**src/rtl/cva6_obi_arb_adapter.sv**
```systemverilog
// cva6_obi_arb_adapter: round-robin merge of NumPorts YPB request channels onto one OBI master port
// Ports: req_* per-port address phase (valid/fields in, one-hot grant out); rsp_* per-port response
// (one-hot valid out, ready in, broadcast rdata/err); obi_* OBI master port with inverted parities;
// flush_i/flush_ack_o drain handshake; idle_o nothing pending; proto_err_o sticky protocol error.
module cva6_obi_arb_adapter #(
  parameter int NumPorts       = 4,
  parameter int AddrWidth      = 32,
  parameter int DataWidth      = 64,
  parameter int IdWidth        = 4,
  parameter int MaxOutstanding = 4
) (
  input  logic                              clk_i,
  input  logic                              rst_i,
  input  logic [NumPorts-1:0]               req_valid_i,
  input  logic [NumPorts*AddrWidth-1:0]     req_addr_i,
  input  logic [NumPorts-1:0]               req_we_i,
  input  logic [NumPorts*DataWidth/8-1:0]   req_be_i,
  input  logic [NumPorts*DataWidth-1:0]     req_wdata_i,
  input  logic [NumPorts-1:0]               req_cacheable_i,
  input  logic [NumPorts-1:0]               req_access_type_i,
  output logic [NumPorts-1:0]               req_gnt_o,
  output logic [NumPorts-1:0]               rsp_valid_o,
  input  logic [NumPorts-1:0]               rsp_ready_i,
  output logic [DataWidth-1:0]              rsp_rdata_o,
  output logic                              rsp_err_o,
  output logic                              obi_req_o,
  output logic                              obi_reqpar_o,
  input  logic                              obi_gnt_i,
  output logic [AddrWidth-1:0]              obi_addr_o,
  output logic                              obi_we_o,
  output logic [DataWidth/8-1:0]            obi_be_o,
  output logic [DataWidth-1:0]              obi_wdata_o,
  output logic [IdWidth-1:0]                obi_aid_o,
  output logic [1:0]                        obi_memtype_o,
  output logic [2:0]                        obi_prot_o,
  input  logic                              obi_rvalid_i,
  output logic                              obi_rready_o,
  output logic                              obi_rreadypar_o,
  input  logic [DataWidth-1:0]              obi_rdata_i,
  input  logic [IdWidth-1:0]                obi_rid_i,
  input  logic                              obi_err_i,
  input  logic                              flush_i,
  output logic                              flush_ack_o,
  output logic                              idle_o,
  output logic                              proto_err_o
);
  localparam int PW = $clog2(NumPorts);
  localparam int FW = $clog2(MaxOutstanding);
  localparam int BW = DataWidth / 8;
  typedef enum logic {ARB_IDLE, ARB_LOCK} state_e;
  state_e state_q, state_d;
  logic [PW-1:0] rr_q, rr_d, lock_q, lock_d, sel, cur, head, k;
  logic [PW-1:0] fifo_q [MaxOutstanding];
  logic [PW-1:0] fifo_d [MaxOutstanding];
  logic [FW-1:0] wr_q, wr_d, rd_q, rd_d;
  logic [FW:0] cnt_q, cnt_d;
  logic err_q, err_d, found, full, empty, push, pop;
  // first requester at or after the round-robin pointer
  always_comb begin
    sel = rr_q;
    found = 1'b0;
    k = '0;
    for (int i = 0; i < NumPorts; i++) begin
      k = PW'((int'(rr_q) + i) % NumPorts);
      if (!found && req_valid_i[k]) begin
        found = 1'b1;
        sel = k;
      end
    end
  end
  always_comb begin
    full = cnt_q == (FW+1)'(MaxOutstanding);
    empty = cnt_q == '0;
    head = fifo_q[rd_q];
    // a locked request is held to its grant regardless of flush or upstream behaviour
    cur = state_q == ARB_LOCK ? lock_q : sel;
    obi_req_o = state_q == ARB_LOCK || (found && !full && !flush_i);
    push = obi_req_o && obi_gnt_i;
    // ready is forced low while reset is applied; with nothing outstanding, stray responses are drained
    obi_rready_o = !rst_i && (empty || rsp_ready_i[head]);
    pop = !empty && obi_rvalid_i && obi_rready_o;
    obi_reqpar_o = !obi_req_o;
    obi_rreadypar_o = !obi_rready_o;
    obi_addr_o = obi_req_o ? req_addr_i[int'(cur)*AddrWidth +: AddrWidth] : '0;
    obi_we_o = obi_req_o && req_we_i[cur];
    obi_be_o = obi_req_o ? req_be_i[int'(cur)*BW +: BW] : '0;
    obi_wdata_o = obi_req_o ? req_wdata_i[int'(cur)*DataWidth +: DataWidth] : '0;
    obi_aid_o = obi_req_o ? IdWidth'(cur) : '0;
    obi_memtype_o = obi_req_o ? {req_cacheable_i[cur], 1'b0} : 2'b00;
    obi_prot_o = obi_req_o ? {2'b11, req_access_type_i[cur]} : 3'b000;
    req_gnt_o = '0;
    req_gnt_o[cur] = push;
    rsp_valid_o = '0;
    rsp_valid_o[head] = obi_rvalid_i && !empty;
    rsp_rdata_o = obi_rdata_i;
    rsp_err_o = obi_err_i;
    flush_ack_o = flush_i && state_q == ARB_IDLE && empty;
    idle_o = empty && state_q == ARB_IDLE && !obi_req_o;
    proto_err_o = err_q;
    state_d = obi_req_o && !obi_gnt_i ? ARB_LOCK : ARB_IDLE;
    lock_d = cur;
    rr_d = push ? (cur == PW'(NumPorts - 1) ? '0 : cur + 1'b1) : rr_q;
    wr_d = wr_q + FW'(push);
    rd_d = rd_q + FW'(pop);
    cnt_d = cnt_q + (FW+1)'(push) - (FW+1)'(pop);
    fifo_d = fifo_q;
    if (push) fifo_d[wr_q] = cur;
    err_d = err_q || (state_q == ARB_LOCK && !req_valid_i[lock_q]) ||
            (obi_rvalid_i && (empty || obi_rid_i != IdWidth'(head)));
  end
  always_ff @(posedge clk_i or posedge rst_i) begin
    if (rst_i) begin
      state_q <= ARB_IDLE;
      rr_q <= '0;
      lock_q <= '0;
      wr_q <= '0;
      rd_q <= '0;
      cnt_q <= '0;
      err_q <= 1'b0;
      fifo_q <= '{default: '0};
    end else begin
      state_q <= state_d;
      rr_q <= rr_d;
      lock_q <= lock_d;
      wr_q <= wr_d;
      rd_q <= rd_d;
      cnt_q <= cnt_d;
      err_q <= err_d;
      fifo_q <= fifo_d;
    end
  end
endmodule

```
**config.mk**
```make
export PLATFORM = sky130hd
export DESIGN_NAME = cva6_obi_arb_adapter
export DESIGN_NICKNAME = d
export VERILOG_FILES = /design/src/rtl/cva6_obi_arb_adapter.sv
export SDC_FILE = /design/constraint.sdc
export NUM_CORES = 1
export LEC_CHECK = 0
export ABC_AREA = 1
export BUFFER_PORTS_ARGS = -buffer_cell sky130_fd_sc_hd__buf_4
export CAP_MARGIN = 20
export CORE_AREA = 2 2 277 279
export CTS_CLUSTER_SIZE = 24
export DETAILED_ROUTE_END_ITERATION = 12
export DIE_AREA = 0 0 279 281
export PLACE_DENSITY_LB_ADDON = 0.12
export SETUP_SLACK_MARGIN = 0.05
export SLEW_MARGIN = 0
export SYNTH_ARGS = -nofsm -noshare
export SYNTH_HDL_FRONTEND = slang
export SYNTH_SLANG_ARGS = --single-unit
```
**constraint.sdc**
```tcl
create_clock -name clk_i -period 3 [get_ports clk_i]
set_input_delay 0.3 -clock clk_i [delete_from_list [all_inputs] [get_ports clk_i]]
set_output_delay 0.3 -clock clk_i [all_outputs]
set_load 0.03 [all_outputs]
```
Word level (Yosys, flattened, before mapping)
Index checks and enable logic that the tools add are counted.
- output and inout port bits: 194
- bits of input ports: 510
- logic and storage cells: 123
- flip-flop bits (word level): 21
- multiplexer cells: 44
- reduce and logical (&&, ||, !) cells: 37
- order comparisons: 12
- shifts and indexed selects: 3
- $add $sub $neg: 8
- bitwise gates (word level): 5
- equality and inequality tests: 3
- operators by type and width (cell ; count):
    256-bit by 9-bit variable part select with 64-bit output ; 1
    128-bit by 8-bit variable part select with 32-bit output ; 1
    64-bit 2-to-1 mux ; 1
    32-bit 2-to-1 mux ; 1
    32-bit by 6-bit variable part select with 8-bit output ; 1
    2-bit by 3-bit < comparator with 1-bit output (second input constant) ; 7
    1-bit logical AND ; 20
    2-bit 2-to-1 mux ; 10
    1-bit binary-select mux with 2-bit select ; 9
    1-bit 2-to-1 mux ; 16
    1-bit logical NOT ; 11
    4-bit AND ; 2
    8-bit bitwise mux ; 1
    8-bit 2-to-1 mux ; 1
    3-bit >= comparator (second input constant) ; 2
    2-bit NOT with 3-bit output ; 2
    1-bit logical OR ; 5
    2-bit by 1-bit adder with 2-bit output ; 2
    2-bit by 1-bit adder with 2-bit output (second input constant) ; 2
    2-bit adder (second input constant) ; 2
    2-bit binary-select mux with 2-bit select ; 1
    1-bit demux with 2-bit select ; 2
    2-bit demux with 2-bit select ; 1
    2-bit by 1-bit >= comparator with 1-bit output (second input constant) ; 2
    other kinds (9) ; 9

Depth between registers and ports, before layout
- depth in word-level cells: 18
- mapped depth: 20
- mapped depth without buffers: 18

Worst setup path after synthesis
Ideal clock, no wire load.
- kind: flip-flop to flip-flop
- start point: register rd_q[0]
- end point: register cnt_q[2]
- path slack: -0.621 ns
- data arrival time: 3.492 ns
- cell stages (with the launch flop): 16
- data required time: 2.871 ns
- setup time: 0.129 ns
- path through: dfrtp_1 > o21ai_0 > nand2_1 > nand2_1 > o22ai_1 > o21ai_0 > inv_1 > nand3_1 > inv_1 > ha_1 > inv_1 > ha_1 > inv_1 > fa_1 > xnor2_1 > xor2_1
- word-level cells in the longest chain between the ends: 10
- RTL lines (what ; RTL line ; text):
    from (decl) ; 55 ; logic [FW-1:0] wr_q, wr_d, rd_q, rd_d;
    from (signal assigned) ; 126 ; rd_q <= rd_d;
    2-bit NOT with 3-bit output (not written as such) ; 74 ; head = fifo_q[rd_q];
    2-bit binary-select mux with 2-bit select ; 74 ;
    2-bit 2-to-1 mux (not written as such) (2 in series) ; 74 ;
    1-bit binary-select mux with 2-bit select ; 80 ; obi_rready_o = !rst_i && (empty || rsp_ready_i[head]);
    1-bit 2-to-1 mux (not written as such) ; 80 ;
    1-bit logical OR ; 80 ;
    1-bit logical AND ; 80 ;
    via obi_rready_o ; 37 ; output logic obi_rready_o,
    1-bit logical AND ; 81 ; pop = !empty && obi_rvalid_i && obi_rready_o;
    3-bit by 1-bit subtractor with 3-bit output ; 105 ; cnt_d = cnt_q + (FW+1)'(push) - (FW+1)'(pop);
    via cnt_d[2] ; 56 ; logic [FW:0] cnt_q, cnt_d;
    to (signal assigned) ; 127 ; cnt_q <= cnt_d;
    to (decl) ; 56 ;
The timed path passes the listed nets, and every way through them passes these cells. The select of a mux whose other input is x is not followed.
A chain may end at the register's enable or synchronous reset.

Final worst setup path
- start point: register rr_q[0]
- end point: output obi_wdata_o[53]
- word-level cells in the longest chain between the ends: 16
- RTL lines (what ; RTL line ; text):
    from (decl) ; 52 ; logic [PW-1:0] rr_q, rr_d, lock_q, lock_d, sel, cur, head, k;
    from (signal assigned) ; 123 ; rr_q <= rr_d;
    parallel branches: the longest is 15 deep, another holds 2-bit by 1-bit adder with 2-bit output ; n/a ;
    64-bit 2-to-1 mux (*) ; 87 ; obi_wdata_o = obi_req_o ? req_wdata_i[int'(cur)*DataWidth +: DataWidth] : '0;
    to (decl) ; 32 ; output logic [DataWidth-1:0] obi_wdata_o,
Mark *: on every way between the ends. The select of a mux whose other input is x is not followed.

==> flow_summary.rst <==
.. list-table::
   :header-rows: 1

   * - Metric
     - Value
   * - Relative slew slack
     - 0.6290
   * - Post-Syn Area
     - 7302 µm²
   * - Critical path launch point type
     - flop
   * - Port Buffer Count
     - 570
   * - Final Hold Fails
     - 0
   * - Placed inst area
     - 12,380 µm²
   * - Share of post-route cells with drive strength above 1
     - 0.4103
   * - Largest net degree at the start of global routing
     - 67
   * - FF+latch count, synth
     - 21
   * - GRT Resource Usage Total
     - 0.1199
   * - Area added between synthesis and finish
     - 99.42%
   * - Minimum setup slack in the final design
     - -0.02540 ns
   * - Routed wire length per instance
     - 17.55 µm
   * - Floorplan die height
     - 281 µm
   * - Initial standard-cell utilization of the core
     - 0.09679
   * - Core area
     - 75,440 µm²
   * - Worst r2r path cells
     - 19
   * - CTS clk-pin slew, worst paths
     - 0.06 ns
   * - Nature of the critical path endpoint
     - output port
   * - Max Clock Freq
     - 330.5 MHz
   * - Total number of nets in the final design
     - 2,604
   * - Met3 usage
     - 0.02511
   * - Overflow after GRT
     - 0
   * - Share of the yosys chip area belonging to registers
     - 0.07197
   * - Max-cap violation count
     - 0
   * - Peak ir drop on the vdd network
     - 0.5916 mV
   * - Via count of the routed design
     - 11,100
   * - Total routed wirelength
     - 53,800 µm
   * - Actual slew at the worst max-slew pin
     - 0.5565 ns
   * - Status
     - finished with violations
   * - Type of the setup path with the least slack
     - flop to output port
   * - Global-route track usage on met2
     - 0.2243
   * - Proportion of power drawn by flip-flops and latches
     - 0.023
   * - Antenna violations before repair
     - 4
   * - Number of buffers inserted for hold repair after clock tree synthesis
     - 0
   * - Setup WS pre-CTS
     - 0.03771 ns
   * - Flip-flop and latch area
     - 529.3 µm²
   * - Peak-usage layer in the global routing report
     - met2
   * - Total power density per cell area
     - 1736 nW/µm²
   * - Largest buffer count on any clock path
     - 2
   * - Worst min-delay path class
     - primary input to asynchronous set/reset pin
   * - Avg Synthesized Cell Area
     - 4.684 µm²
   * - Clock H-tree levels
     - 1
   * - Final Cell Area
     - 14,560 µm²
   * - Grt met1 use
     - 0.1390
   * - Number of global-route vias before repair
     - 11,150
   * - Clock root buffer
     - clkbuf_16
   * - TritonCTS clock tree
     - done
   * - Overall die area
     - 78,400 µm²
   * - Clock sink count
     - 21
   * - Fraction of registers with async set or reset after synthesis
     - 1.000
   * - RSZ-0062 raised after global routing
     - yes
   * - Largest area contributor in the synthesized netlist
     - nand2_1
   * - Reported leakage power
     - 8.214 nW
   * - Top FF cell, synth
     - dfrtp_1
   * - Final number of max-transition violations
     - 0
   * - Switching part of the total power
     - 0.5806
   * - Leading cell type by number of instances after synthesis
     - nand2_1
   * - Worst-skew pair later-pin latency
     - 0.25 ns
   * - Vias per cell
     - 3.622
   * - Final Cycle Share
     - 1.008
   * - Top cells by area, synth
     - nand2_1 (42%), nor2_1 (12%), nand3b_1 (11%), buf_4 (7.8%), dfrtp_1 (7.2%)
   * - Synth top cells by count
     - nand2_1 (820), nor2_1 (234), inv_1 (140)
   * - Yosys warnings
     - 0
   * - Number of enable flip-flop cells after synthesis
     - 0
   * - Number of placement rows
     - 101
   * - Sw power
     - 14.67 mW
   * - Critical path peak fanout
     - 7
   * - Total area of multi-input combinational cells
     - 5792 µm²
   * - Shortest period the worst path allows
     - 3.025 ns
   * - Portion of total power attributed to combinational logic
     - 0.966
   * - Final weighted congestion in routability-driven placement
     - 0.7980
   * - Final setup violation count
     - 26
   * - Io pins
     - 704
   * - First-pass GRT wire length
     - 71,340 µm
   * - Clock power share
     - 0.011
   * - WP data arrival
     - 2.73 ns
   * - Die W
     - 279 µm
   * - Number of buffers added by the clock tree synthesis step
     - 3
   * - Number of instances in the synthesized netlist
     - 1,559
   * - Final Skew
     - 0.002171 ns
   * - Internal
     - 10.60 mW
   * - Final routed DRC violation total
     - 0
   * - First-pass detailed-route iteration total
     - 4
   * - Longest individual stage delay on the worst path
     - 0.44 ns
   * - Number of antenna-violating nets in the routed design
     - 0
   * - Filler Cells Inserted
     - 8,839
   * - Final HPWL DP
     - 37,220 µm
   * - Required time at the endpoint of the critical path
     - 2.70 ns
   * - Worst path slowest cell
     - dfrtp_2
   * - Proportion of netlist area held by the largest area contributor
     - 0.4215
   * - Violations in the final reports
     - setup timing
   * - Crit-path cells
     - clkinv_4, buf_6, nand2_1, nand3_1, nand2_2, nand3_2, nand2_2, nand2_2, nand3_4, nand2_8, buf_12, buf_12, buf_16, nand2_2, nand2_1, nand2_1, nand2_1, nor2_1, buf_4
   * - Post-synthesis cell type count
     - 30
   * - Initial drt markers
     - 267
## layout make-up
cell class                      instances  area share
Tap cell                              978     0.08403
Antenna cell                            3   0.0005156
Clock buffer                            4    0.005413
Inverter                              143     0.03849
Timing Repair Buffer                  686      0.4374
Multi-Input combinational cell       1230      0.3977
Sequential cell                        21     0.03635
## layer usage
metal  share of wire  routed length (µm)  up-vias
li1                -                   -     5616
met1            0.41               22150     5048
met2            0.51               27360      372
met3           0.058                3115       60
met4           0.021                1155        4
met5         0.00043                  23        -
## power by group through the flow
stage	Combinational, mW	Clock, mW	Sequential (mW)
2_1_floorplan	11.5	0	0.518
3_3_place_gp	18.5	0	0.566
3_5_place_dp	18.4	0	0.563
4_1_cts	21.9	0.296	0.565
5_1_grt	26.5	0.316	0.600
6_report	24.4	0.287	0.573
## flip-flops by register name, summed over array words and instances (netlist names)
signal	cells
fifo_q	8
cnt_q	3
lock_q	2
rd_q	2
rr_q	2
wr_q	2
proto_err_o	1
state_q	1
## final timing paths
kind,startpoint,to,slack (ns)
worst max-delay path,rr_q[0],obi_wdata_o[53],-0.03
worst min-delay path,rst_i,proto_err_o,0.14
worst max register to register,rr_q[0],cnt_q[2],0.05
worst min register to register,proto_err_o,proto_err_o,0.49
max in group asynchronous,rst_i,rr_q[1],2.60
min in group clk_i,obi_gnt_i,state_q,0.21
## layout by cell type, fill, tap and decap left out, types with 4 or more instances in the layout
| master | n |
|---|---|
| buf_4 | 588 |
| buf_16 | 26 |
| ha_1 | 8 |
| nand3_1 | 9 |
| nand3b_1 | 109 |
| nor2_2 | 16 |
| clkbuf_16 | 22 |
| buf_8 | 6 |
| buf_12 | 17 |
| nor2_4 | 7 |
| nand3_2 | 5 |
| nand2_2 | 105 |
| inv_1 | 136 |
| nor3_1 | 4 |
| dfrtp_1 | 18 |
| nand2_1 | 701 |
| nor2_1 | 212 |
| buf_6 | 28 |
| nand2_4 | 14 |
| o21ai_0 | 12 |
## worst max-delay path: cells and delay by family (launching register included)
kind	cells	cell delay, ns
buffers and inverters	6	0.89
AND/OR/NAND/NOR	13	1.10
flip-flops	1	0.44
## repair_timing
| item | in CTS | in global routing |
|---|---|---|
| resized for setup | 104 | 151 |
| cloned | 16 | 22 |
| endpoints found under the setup margin | 112 | 116 |
| pin swaps | 34 | 35 |
| setup buffers | 18 | 20 |
## logic make-up after synthesis
group | count (synthesis) | share of synthesized area
AO/OA/AOI/OAI | 25 | 0.01902
buffers and inverters | 310 | 0.2118
other | 1 | 0.0005136
adder cells (fa/ha/maj) | 9 | 0.01645
flip-flops | 21 | 0.07197
AND/OR/NAND/NOR | 1188 | 0.6743
XOR/XNOR | 5 | 0.005998
## per-stage QoR
| stage | utilization | instances | power, mW | hold slack, ns | setup TNS (ns) |
|---|---|---|---|---|---|
| finish | 0.1930 | 3065 | 25.27 | 0.1363 | -0.2899 |
| CTS | 0.1784 | 3023 | 22.80 | 0.1515 | -0.05816 |
| detailed placement | 0.1640 | 2985 | 18.95 | 0.4236 | 0 |
| floorplan | - | 1561 | 12.04 | 0.2923 | 0 |
| global route | 0.1929 | 3063 | 27.45 | 0.1704 | -15.53 |
| global placement | 0.1640 | 2985 | 19.10 | 0.4355 | 0 |
Note: power is estimated with default switching activity, not from simulation.
